**config.mk**
```make
export PLATFORM = sky130hd
export DESIGN_NAME = uart_transmitter
export DESIGN_NICKNAME = d
export VERILOG_FILES = /design/src/rtl/uart_transmitter.sv
export SDC_FILE = /design/constraint.sdc
export NUM_CORES = 1
export LEC_CHECK = 0
export CORE_AREA = 2 2 79 81
export CTS_BUF_LIST = sky130_fd_sc_hd__clkbuf_4 sky130_fd_sc_hd__clkbuf_8
export CTS_CLUSTER_DIAMETER = 50
export CTS_CLUSTER_SIZE = 10
export DETAILED_ROUTE_END_ITERATION = 8
export DIE_AREA = 0 0 81 83
export PLACE_DENSITY = 0.49
export SLEW_MARGIN = 20
export SYNTH_ARGS = -nofsm -noshare
export SYNTH_HDL_FRONTEND = slang
export SYNTH_SLANG_ARGS = --single-unit
export TNS_END_PERCENT = 20
```
**constraint.sdc**
```tcl
create_clock -name clk -period 2.91 [get_ports clk]
set_input_delay 0.582 -clock clk [delete_from_list [all_inputs] [get_ports clk]]
set_output_delay 0.582 -clock clk [all_outputs]
set_load 0.01 [all_outputs]
```
**src/rtl/uart_transmitter.sv**
```systemverilog
// UART serial transmit engine: start bit, DATA_BITS data bits LSB first, stop bit.
// Define UART_TRANSMITTER_PARITY_EN to insert an even-parity bit before the stop bit.
module uart_transmitter #(
  parameter int DATA_BITS = 8,
  parameter int DIV_WIDTH = 8,
  parameter int MIN_DIV   = 5
) (
  input  logic                 clk,
  input  logic                 notreset,
  input  logic                 notenable,
  input  logic [DIV_WIDTH-1:0] divisor,
  input  logic [DATA_BITS-1:0] tx_data,
  input  logic                 tx_valid,
  output logic                 tx_ready,
  output logic                 txd,
  output logic                 busy
);

  localparam int IDX_W = (DATA_BITS > 1) ? $clog2(DATA_BITS) : 1;
  localparam logic [IDX_W-1:0]     LAST_IDX  = IDX_W'(DATA_BITS - 1);
  localparam logic [DIV_WIDTH-1:0] MIN_DIV_W = DIV_WIDTH'(MIN_DIV);

  typedef enum logic [2:0] {
    IDLE,
    START,
    DATA,
`ifdef UART_TRANSMITTER_PARITY_EN
    PARITY,
`endif
    STOP
  } state_e;

  state_e               state_q, state_d;
  logic [DIV_WIDTH-1:0] cnt_q, cnt_d;
  logic [DIV_WIDTH-1:0] div_q, div_d;
  logic [IDX_W-1:0]     idx_q, idx_d;
  logic [DATA_BITS-1:0] shift_q, shift_d;
`ifdef UART_TRANSMITTER_PARITY_EN
  logic                 parity_q, parity_d;
`endif

  logic                 accept;
  logic                 bit_done;
  logic [DIV_WIDTH-1:0] eff_div;

  // Ready is forced low while reset is asserted so nothing can be handshaked then.
  assign tx_ready = (state_q == IDLE) & ~notenable & notreset;
  assign busy     = (state_q != IDLE);
  assign accept   = tx_valid & tx_ready;
  assign eff_div  = (divisor < MIN_DIV_W) ? MIN_DIV_W : divisor;
  assign bit_done = (cnt_q == div_q - DIV_WIDTH'(1));

  always_ff @(posedge clk or negedge notreset) begin
    if (!notreset) begin
      state_q  <= IDLE;
      cnt_q    <= '0;
      div_q    <= MIN_DIV_W;
      idx_q    <= '0;
      shift_q  <= '0;
`ifdef UART_TRANSMITTER_PARITY_EN
      parity_q <= 1'b0;
`endif
    end else begin
      state_q  <= state_d;
      cnt_q    <= cnt_d;
      div_q    <= div_d;
      idx_q    <= idx_d;
      shift_q  <= shift_d;
`ifdef UART_TRANSMITTER_PARITY_EN
      parity_q <= parity_d;
`endif
    end
  end

  // txd is decoded from the state register, so an async reset returns the line high at once.
  always_comb begin
    state_d  = state_q;
    cnt_d    = cnt_q;
    div_d    = div_q;
    idx_d    = idx_q;
    shift_d  = shift_q;
`ifdef UART_TRANSMITTER_PARITY_EN
    parity_d = parity_q;
`endif
    txd      = 1'b1;

    if (state_q != IDLE) begin
      cnt_d = bit_done ? '0 : cnt_q + DIV_WIDTH'(1);
    end

    unique case (state_q)
      IDLE: begin
        txd = 1'b1;
        if (accept) begin
          state_d  = START;
          cnt_d    = '0;
          div_d    = eff_div;
          shift_d  = tx_data;
`ifdef UART_TRANSMITTER_PARITY_EN
          parity_d = ^tx_data;
`endif
        end
      end
      START: begin
        txd = 1'b0;
        if (bit_done) begin
          state_d = DATA;
          idx_d   = '0;
        end
      end
      DATA: begin
        txd = shift_q[0];
        if (bit_done) begin
          shift_d = shift_q >> 1;
          idx_d   = idx_q + IDX_W'(1);
          if (idx_q == LAST_IDX) begin
`ifdef UART_TRANSMITTER_PARITY_EN
            state_d = PARITY;
`else
            state_d = STOP;
`endif
          end
        end
      end
`ifdef UART_TRANSMITTER_PARITY_EN
      PARITY: begin
        txd = parity_q;
        if (bit_done) begin
          state_d = STOP;
        end
      end
`endif
      STOP: begin
        txd = 1'b1;
        if (bit_done) begin
          state_d = IDLE;
        end
      end
      default: begin
        state_d = IDLE;
        txd     = 1'b1;
      end
    endcase
  end

endmodule

```
==> impl_metrics.ini, run 1 <==
[logic_synthesis]
avgSynthCellArea_um2 = 10.7
synthesis.area_um2 = 1710
synth_edf_count = 0
synthArstFlopShare_pct = 100
synth-seq-cells = 29
synth_cells = 160
synth_nets = 188
synthDistinctLibCells = 38
synth_flop_cell = dfrtp_1
ys_seq_area_share_pct = 42.7
yosys_warnings = 0

[timing]
hold_slack_ns = 0.505
fin_worst_skew_ns = 0.00928
fin_crit_sh_pct = 87.1
hold_viol_final = 0
timing.final.ws_setup_ns = 0.377
slew-limit-headroom_pct = 71.5
slew_violations = 0
rsz0062_at_grt = no
max_clock_freq_mhz = 395
setup-tns-final_ns = 0
setup_viol = 0
worst_pin_slew_ns = 0.423
period_minus_slack_ns = 2.53

[die]
die_h_um = 83
die-area_um2 = 6720
core_area_um2 = 5820
die_w_um = 81
rows = 28
io_pins = 23
initial_core_util_pct = 29.3

[cts]
cts.clk_slew.worst_paths_ns = 0.07
clock_path_buffers = 2
cts_resized = 0
cts_hold_buf = 0
cts_tree = yes
insertion_delay_ns = 0.28
cts_root_buf = clkbuf_8
tritoncts.num_buffers = 5
post-cts-setup-buffers = 0
clkSinkCount = 29
htreeDepth = 2

[power]
power_uw = 809
power_frac_seq_pct = 49.9
power_frac_comb_pct = 5.3
internal_power_uw = 642
ir_drop_v = 0.000207
leakage_uw = 0.000929
pwr-share-clk_pct = 44.8
switching_share_pct = 20.6
power.switching_uw = 167
power_density_nw_per_um2 = 381

[setup_path]
r2r_start = div_q[0]
cp_max_fo = 10
critPathSlowestCell = clkdlybuf4s50_1
r2r-end = state_q[1]
crit_type = flip-flop to output port
arrival_ns = 1.95
r2r_cells = 8
crit_buf_inv = 2
cp.depth = 5
worstSetupEndpointType = output port
cp-startpoint = state_q[0]
r2r_slack_ns = 0.53
cp-start-kind = flip-flop
crit_end = txd
path_cells = inv_1 > ha_1 > nand2_1 > o21ai_0 > clkdlybuf4s50_1
slowest_delay_ns = 0.58
crit_family = buffers and inverters
crit_required_ns = 2.33

[grt]
grt_antenna_before_repair = 0
grt_overflow_total = 0
grt_max_degree = 30
grtUsageTotal_pct = 12.2
grt_pass1_wl_mm = 6.42
grt_pass1_vias = 1369

[routing]
drc = 0
drtAntennaViolNets = 0
vias = 1259
drtPass1Iterations = 4
wl_per_cell_um = 13.5
route.final.wire_length_mm = 3.56
avgViaCountPerCell = 4.77
drtIter0Drc = 45

[outcome]
outcome = finished clean

[layout]
n_antenna_cell = 0
fin_nets = 216
utilization_pct = 36.5
areaGrowthSynthToFinish_pct = 24.5
layout-drive-gt1-share_pct = 19.6

[place]
portBuffers = 22
dp_slack_ns = 0.457
place.gp.congestion = 0.784
hpwl_mm = 2.72

[min_path]
min_from = shift_q[0]
hp-class = flip-flop to flip-flop

[flow_run]
maxCapViolCount = 0
state kept, by name, indices dropped and copies added, names as in the netlist:
signal   count
cnt_q        8
div_q        8
idx_q        3
shift_q      8
state_q      2
per-layer routing:
| layer | track usage, % | wire [um] | up-vias |
|---|---|---|---|
| li1 | - | - | 624 |
| met1 | 15.6 | 1600 | 606 |
| met2 | 19.4 | 1760 | 24 |
| met3 | 3.37 | 154 | 5 |
| met4 | 4.31 | 50 | 0 |
| met5 | 0 | 0 | - |
final cells by class:
type	count	area, um2
Inverter	7	26.3
Tap cell	75	93.8
Timing Repair Buffer	26	250
Fill cell	617	3690
Sequential cell	29	728
Clock buffer	8	97.6
Multi-Input combinational cell	119	927
cell families after synthesis:
kind of cell               after synthesis  synth area share, %
AOI/OAI and AO/OA                       25                 10.3
xor gates and xnor gates                15                 7.70
adders and majority gates                8                 5.87
buffers and inverters                   12                 2.93
DFF                                     29                 42.7
muxes                                   21                 13.8
and+or+nand+nor                         50                 16.7
cell usage after synthesis (2+ instances only):
library cell,instances,area (um2)
dfrtp_1,27,676
nand4_1,6,37.5
o21ai_0,9,45.0
a22o_1,3,26.3
inv_1,7,26.3
ha_1,8,100
a21oi_1,6,30.0
mux2_2,19,214
clkbuf_1,3,11.3
nor2b_1,2,12.5
nand3_1,5,25.0
and3b_1,2,17.5
and2_1,7,43.8
xor2_1,6,52.6
nor2_1,5,18.8
dfstp_2,2,52.6
nand3b_1,2,15.0
nand2_1,11,41.3
xnor2_1,9,78.8
nor3_1,3,15.0
how the worst min path moves through the flow:
stage	slack (ns)	cells after the start	end
6_report	0.50	1	shift_q[0]
5_1_grt	0.53	1	shift_q[6]
4_1_cts	0.51	1	shift_q[4]
3_5_place_dp	0.50	1	shift_q[0]
3_3_place_gp	0.49	1	idx_q[1]
2_1_floorplan	0.29	0	cnt_q[0]
cells in the final DEF (no fill, tap or decap), drive strengths merged, types with 6 or more instances in the layout:
cell           synthesis  routed
dfrtp                 27      27
clkdlybuf4s50          0      22
mux2                  20      20
nand2                 11      11
o21ai                  9       9
xnor2                  9       9
ha                     8       8
clkbuf                 3       8
inv                    7       7
and2                   7       7
xor2                   6       6
nand4                  6       6
a21oi                  6       6
power groups by stage:
stage | clock [uW] | sequential, uW | combinational [uW]
detailed placement | 0 | 411 | 44.1
floorplan | 0 | 411 | 6.13
global route | 389 | 403 | 47.8
CTS | 378 | 403 | 44.3
finish | 363 | 403 | 42.6
global placement | 0 | 411 | 43.4
stage by stage:
step	cells	cell area (um2)
6_report	264	2120
5_1_grt	264	2120
4_1_cts	264	2120
3_5_place_dp	256	2030
3_3_place_gp	256	2030
2_1_floorplan	160	1710
worst register-to-register path: stages, from the launching register on:
cell and delay, ns:
dfstp_2 0.56, inv_1 0.06, ha_1 0.24, xor2_1 0.15, o221ai_1 0.16, nor4bb_1 0.33
buf_4 0.23, o221a_2 0.23, mux2_1 0.32
No activity file was read; power rests on OpenSTA's default activity.
==> run 2, diff against run 1 <==
- CTS_BUF_LIST: sky130_fd_sc_hd__clkbuf_4 sky130_fd_sc_hd__clkbuf_8 -> sky130_fd_sc_hd__clkbuf_4 sky130_fd_sc_hd__clkbuf_8 sky130_fd_sc_hd__clkbuf_16
==> results of run 2 <==
Same layout as run 1: the final DEF is identical, and so are final timing and power.
